===== src/rtl/vc_arbiter_if.sv =====
// vc_arbiter_if: the arbiter's FIFO-side signals. DUT sits on the slave
// modport; the environment driving the input/output FIFO flags uses master.
interface vc_arbiter_if #(
  parameter int DATA_W    = 12,
  parameter int NUM_LANES = 4
);
  logic [NUM_LANES-1:0]        in_empty;
  logic [NUM_LANES*DATA_W-1:0] in_data;
  logic [NUM_LANES-1:0]        out_almost_full;
  logic [NUM_LANES-1:0]        pop;
  logic [NUM_LANES-1:0]        push;
  logic [DATA_W-1:0]           data_out;
  logic [1:0]                  arb_state;
  logic [7:0]                  word_count;

  modport master (
    output in_empty, in_data, out_almost_full,
    input  pop, push, data_out, arb_state, word_count
  );

  modport slave (
    input  in_empty, in_data, out_almost_full,
    output pop, push, data_out, arb_state, word_count
  );
endinterface


===== src/rtl/vc_arbiter.sv =====
// vc_arbiter: 4-in / 4-out transaction arbiter between the per-class input
// FIFOs and the per-destination output FIFOs. Grants one input per cycle,
// pops it, captures the returned word one cycle later and pushes it to the
// output FIFO named by the word's top two bits.
// Optional build macro: VC_ARB_STRICT_PRI_EN selects fixed priority
// (input 0 highest) instead of round-robin.

// Per-lane slice: eligibility and the masked capture contribution.
module vc_arb_lane #(
  parameter int DATA_W    = 12,
  parameter int NUM_LANES = 4
) (
  input  logic                 empty,
  input  logic                 prev_grant,
  input  logic                 sel,
  input  logic [DATA_W-1:0]    data,
  output logic                 elig,
  output logic [DATA_W-1:0]    cap_data,
  output logic [NUM_LANES-1:0] cap_push
);
  localparam int DEST_W = $clog2(NUM_LANES);

  logic [DEST_W-1:0] dest;

  assign dest     = data[DATA_W-1 -: DEST_W];
  // The empty flag lags a pop by one cycle, so the lane granted last cycle
  // must sit out this one.
  assign elig     = ~empty & ~prev_grant;
  assign cap_data = sel ? data : '0;

  // Destination one-hot, only when this lane's word is being captured.
  always_comb begin
    cap_push = '0;
    if (sel) cap_push[dest] = 1'b1;
  end
endmodule

module vc_arbiter #(
  parameter int DATA_W = 12
) (
  input logic         clk,
  input logic         reset,
  vc_arbiter_if.slave bus
);
  localparam int NUM_LANES = 4;
  localparam int PTR_W     = 2;
  localparam int STAGES    = 1;

  typedef enum logic [1:0] {
    IDLE  = 2'd0,
    ARB   = 2'd1,
    STALL = 2'd2
  } state_t;

  typedef struct packed {
    logic [NUM_LANES-1:0] push;
    logic [DATA_W-1:0]    data;
  } cap_t;

  logic [NUM_LANES-1:0][DATA_W-1:0] lane_data;
  logic [NUM_LANES-1:0][DATA_W-1:0] lane_cap_data;
  logic [NUM_LANES-1:0][NUM_LANES-1:0] lane_cap_push;
  logic [NUM_LANES-1:0] elig;
  logic [NUM_LANES-1:0] grant;
  logic [NUM_LANES-1:0] pop_q;
  logic [NUM_LANES-1:0] sel_q;
  logic [NUM_LANES-1:0] push_q;
  logic [DATA_W-1:0]    data_q;
  logic [7:0]           cnt_q;
  logic [PTR_W-1:0]     rr_ptr, rr_d;
  logic [STAGES:0]      vld_pipe;
  state_t               state_q, state_d;
  cap_t                 cap;
  logic                 stall;
  logic                 any_req;

  assign lane_data = bus.in_data;
  assign stall     = |bus.out_almost_full;
  assign any_req   = |(~bus.in_empty);

  genvar gi;
  generate
    for (gi = 0; gi < NUM_LANES; gi++) begin : g_lane
      vc_arb_lane #(.DATA_W(DATA_W), .NUM_LANES(NUM_LANES)) u_lane (
        .empty      (bus.in_empty[gi]),
        .prev_grant (pop_q[gi]),
        .sel        (sel_q[gi]),
        .data       (lane_data[gi]),
        .elig       (elig[gi]),
        .cap_data   (lane_cap_data[gi]),
        .cap_push   (lane_cap_push[gi])
      );
    end
  endgenerate

  // sel_q is one-hot or zero, so OR-ing the masked lanes is an exact mux.
  always_comb begin
    cap = '0;
    for (int i = 0; i < NUM_LANES; i++) begin
      cap.data = cap.data | lane_cap_data[i];
      cap.push = cap.push | lane_cap_push[i];
    end
  end

  // Grant search from rr_ptr (held at 0 in strict mode) and next FSM state.
  always_comb begin
    logic             found;
    logic [PTR_W-1:0] idx;
    grant   = '0;
    rr_d    = rr_ptr;
    state_d = IDLE;
    found   = 1'b0;
    idx     = '0;
    for (int k = 0; k < NUM_LANES; k++) begin
      idx = rr_ptr + PTR_W'(k);
      if (!found && !stall && elig[idx]) begin
        found      = 1'b1;
        grant[idx] = 1'b1;
`ifdef VC_ARB_STRICT_PRI_EN
        rr_d       = '0;
`else
        rr_d       = idx + 1'b1;
`endif
      end
    end
    if (stall && any_req) state_d = STALL;
    else if (found)       state_d = ARB;
    else                  state_d = IDLE;
  end

  // Pop/capture pipeline, pointer and FSM state registers.
  always_ff @(posedge clk) begin
    if (!reset) begin
      pop_q    <= '0;
      sel_q    <= '0;
      push_q   <= '0;
      data_q   <= '0;
      cnt_q    <= '0;
      rr_ptr   <= '0;
      vld_pipe <= '0;
      state_q  <= IDLE;
    end else begin
      pop_q    <= grant;
      sel_q    <= pop_q;
      vld_pipe <= {vld_pipe[STAGES-1:0], |grant};
      rr_ptr   <= rr_d;
      state_q  <= state_d;
      // vld_pipe[STAGES] mirrors |sel_q: the popped word is on in_data now.
      if (vld_pipe[STAGES]) begin
        push_q <= cap.push;
        data_q <= cap.data;
        cnt_q  <= cnt_q + 8'd1;
      end else begin
        push_q <= '0;
      end
    end
  end

  assign bus.pop        = pop_q;
  assign bus.push       = push_q;
  assign bus.data_out   = data_q;
  assign bus.arb_state  = state_q;
  assign bus.word_count = cnt_q;
endmodule


===== src/flat_wrapper.sv =====
// flat-port wrapper written by rule: the top's interface ports become plain ports
module vc_arbiter_flat 
#(
  parameter int DATA_W = 12
)
  (clk, reset, bus_in_empty, bus_in_data, bus_out_almost_full, bus_pop, bus_push, bus_data_out, bus_arb_state, bus_word_count);
  vc_arbiter_if #(.DATA_W(DATA_W)) bus_i ();
  input logic clk;
  input logic reset;
  input wire logic [$bits(bus_i.in_empty)-1:0] bus_in_empty;
  input wire logic [$bits(bus_i.in_data)-1:0] bus_in_data;
  input wire logic [$bits(bus_i.out_almost_full)-1:0] bus_out_almost_full;
  output wire logic [$bits(bus_i.pop)-1:0] bus_pop;
  output wire logic [$bits(bus_i.push)-1:0] bus_push;
  output wire logic [$bits(bus_i.data_out)-1:0] bus_data_out;
  output wire logic [$bits(bus_i.arb_state)-1:0] bus_arb_state;
  output wire logic [$bits(bus_i.word_count)-1:0] bus_word_count;
  assign bus_i.in_empty = bus_in_empty;
  assign bus_i.in_data = bus_in_data;
  assign bus_i.out_almost_full = bus_out_almost_full;
  assign bus_pop = bus_i.pop;
  assign bus_push = bus_i.push;
  assign bus_data_out = bus_i.data_out;
  assign bus_arb_state = bus_i.arb_state;
  assign bus_word_count = bus_i.word_count;
  vc_arbiter #(.DATA_W(DATA_W)) u_core (.clk(clk), .reset(reset), .bus(bus_i));
endmodule

===== config.mk =====
export PLATFORM = sky130hd
export DESIGN_NAME = vc_arbiter_flat
export DESIGN_NICKNAME = d
export VERILOG_FILES = /design/src/rtl/vc_arbiter_if.sv /design/src/rtl/vc_arbiter.sv /design/src/flat_wrapper.sv
export SDC_FILE = /design/constraint.sdc
export NUM_CORES = 1
export LEC_CHECK = 0
export CAP_MARGIN = 20
export CORE_ASPECT_RATIO = 1.4
export CORE_UTILIZATION = 35
export CTS_CLUSTER_SIZE = 30
export DETAILED_ROUTE_END_ITERATION = 10
export HOLD_SLACK_MARGIN = 0.03
export PLACE_DENSITY = 0.8
export RECOVER_POWER = 50
export SYNTH_ARGS = -nofsm -noshare
export SYNTH_HDL_FRONTEND = slang
export SYNTH_SLANG_ARGS = --single-unit

===== constraint.sdc =====
create_clock -name clk -period 2.1 [get_ports clk]
set_input_delay 0.525 -clock clk [delete_from_list [all_inputs] [get_ports clk]]
set_output_delay 0.525 -clock clk [all_outputs]
set_load 0.03 [all_outputs]

==> impl_metrics.yaml <==
run_status:
  status: "completed"
pwr:
  leakagePower_nw: 1.17
  cellPowerDensity_mw_per_mm2: 566
  max-vdd-ir-drop_uv: 386
finish:
  final_area_mm2: 0.00325
  final_util_pct: 58.5
  fillCellCount: 492
  syn2layout_area_growth_pct: 59.4
  antenna_cells: 0
  drive_above_1_share_pct: 16.4
  nNetsFinal: 388
  final_cells: 391
timing:
  setup_ws_ps: 38.9
  period_share_pct: 98.1
  slew_viol_final: 0
  maxSlewHeadroom_pct: 60.6
  tightest_slew_ps: 590
  holdWs_ps: 448
  rsz0062_at_grt: "true"
  hold_viol: 0
  clock.fmax_mhz: 485
  clock_skew_ps: 6.21
  setup_viol: 0
  layout_min_cycle_time_ps: 2060
clock_network:
  numCtsBuffers: 5
  cts_sinks: 38
  clock_path_buffers: 2
  cts.htree.levels: 2
  cts_root_buf: "clkbuf_8"
  cts_tree: "yes"
  clk_pin_slew_ps: 70
  clk_latency_ps: 290
route:
  dr_total_vias: 2157
  wl_per_cell_um: 15.5
  via_per_inst: 5.52
  routed_wl_um: 6060
  drtIter0Drc: 151
  drt_pre_antenna_iters: 5
  ant_nets: 0
  drc: 0
die:
  io-pin-count: 88
  dieHeight_um: 92.4
  fp.dieW_um: 66.5
  dieArea_mm2: 0.00614
  core_mm2: 0.00557
  initial_core_util_pct: 36.7
  rows: 32
grt:
  grt.overflow.total: 0
  grt_pass1_wl_um: 9520
  antenna_found_initial: 0
  grt_max_degree: 31
  first_global_vias: 2005
  track_usage_pct: 20.3
job:
  cap_violations: 0
logic_synthesis:
  synth.distinct_cells: 47
  synth_cells: 223
  mappedNetlistArea_mm2: 0.00204
  synth_ff_type: "dfxtp_1"
  async_reset_ff_share_pct: 0
  yosys-top-cells-area: "dfxtp_1 (37%), a22oi_1 (8.1%), ha_1 (4.9%)"
  synth_edf_count: 0
  yosysMostFrequentCell: "dfxtp_1"
  yosysSeqAreaShare_pct: 37.3
  avgSynthCellArea_um2: 9.15
  ys.warnings.count: 0
  synth_area_leader_cell: "dfxtp_1"
  synth_nets: 289
  synth_common_cells: "dfxtp_1 (38), nor2_1 (23), a22oi_1 (22)"
  synth_top_area_share_pct: 37.3
  ys_seq_elements: 38
setup_path:
  start_kind: "register"
  critPathMaxFanout: 9
  cp.required_ps: 2310
  crit_type: "register to register"
  worstPathArrival_ps: 2270
  cp-end-kind: "register"
hold_path:
  hold_class: "register to register"
placement:
  place_congestion: 0.854
  placed_area_mm2: 0.00309
  place_inst: 382
  io_buffers: 87
  dp_slack_ps: -549
  place.detailed.hpwl_um: 4490
==> cell type report <==
class	count	area (um2)	area share (%)
Tap cell	68	85.1	2.62
Inverter	3	11.3	0.346
Clock buffer	6	82.6	2.54
Clock inverter	2	60.1	1.85
Timing Repair Buffer	107	1000	30.9
Sequential cell	38	764	23.5
Multi-Input combinational cell	167	1240	38.3
==> registers in the layout, summed over array words and instances (netlist names) <==
register,cells
u_core.bus.word_count,8
u_core.sel_q,4
u_core.bus.arb_state,2
u_core.bus.pop,4
u_core.rr_ptr,2
u_core.bus.data_out,12
u_core.bus.push,4
u_core.vld_pipe,2
==> worst max-delay path, stage by stage (launching register included) <==
cell,delay (ps)
dfxtp_2,340
buf_6,140
nor4b_1,150
o41a_1,440
o21bai_4,210
nor3b_4,340
a221oi_2,140
a41oi_1,220
==> repair_timing <==
item,in CTS,in global routing
setup buffers,1,0
endpoints found under the hold margin,0,0
gates resized for setup,19,10
hold buffers,0,0
pin swaps,8,9
gates cloned,0,0
endpoints found under the setup margin,8,7
==> metrics by stage <==
step	setup TNS (ps)	total power, mW
finish	0	1.84
floorplan	0	0.898
global placement	-3250	1.08
detailed placement	-3720	1.08
CTS	0	1.86
global route	-15.4	1.92
==> placed cells by master (no fill, tap or decap), drive strengths merged, types with 2 or more instances in the layout <==
cell type,Yosys,routed
nand2,10,10
dlygate4sd3,0,4
nor4b,2,2
a41oi,4,4
a31oi,10,10
nand3b,4,4
a221oi,4,4
ha,8,8
or4,2,2
inv,3,3
xor2,4,4
dlymetal6s2s,0,2
nand4,4,4
dfxtp,38,38
buf,8,23
bufinv,0,2
a21oi,2,2
clkdlybuf4s50,0,74
nand3,5,5
a22oi,22,22
o21ai,21,21
and2,7,7
nor4,3,3
or3,2,2
or2,4,4
clkbuf,7,8
a22o,4,4
mux4,3,3
nor2,23,23
nor3b,5,5
dlygate4sd2,0,2
and3,2,2
xnor2,2,2
==> metal layers <==
| metal | track usage, % | share of wire, % |
|---|---|---|
| met5 | 0 | 0 |
| met4 | 7.80 | 2.0 |
| met3 | 4.31 | 5.1 |
| met2 | 34.2 | 52 |
| met1 | 24.8 | 41 |
==> final timing paths <==
check	slack (ps)	start	endpoint	depth (start not counted)
max	40	u_core.rr_ptr[1]$_SDFFE_PN0P_	u_core.vld_pipe[0]$_SDFF_PN0_	7
min	450	u_core.vld_pipe[0]$_SDFF_PN0_	u_core.vld_pipe[1]$_SDFF_PN0_	1
max reg2reg	40	u_core.rr_ptr[1]$_SDFFE_PN0P_	u_core.vld_pipe[0]$_SDFF_PN0_	7
min reg2reg	450	u_core.vld_pipe[0]$_SDFF_PN0_	u_core.vld_pipe[1]$_SDFF_PN0_	1
==> cells by family (layout without fill, tap and decap cells) <==
| family | Yosys count | count (layout) | share of synthesized area (%) |
|---|---|---|---|
| compound gates | 73 | 73 | 25.0 |
| fa+ha+maj | 8 | 8 | 4.91 |
| simple gates | 76 | 76 | 21.8 |
| xor+xnor | 6 | 6 | 2.58 |
| mux | 4 | 4 | 3.99 |
| flops | 38 | 38 | 37.3 |
| buf+inv | 18 | 118 | 4.41 |
==> report_power, final <==
part / switching (mW) / leakage [nW] / internal (mW) / total, mW
clock network: 0.261 / 0.0714 / 0.507 / 0.767
registers: 0.0133 / 0.309 / 0.737 / 0.751
logic: 0.139 / 0.788 / 0.185 / 0.324
Power figures use the tool's default switching activity.
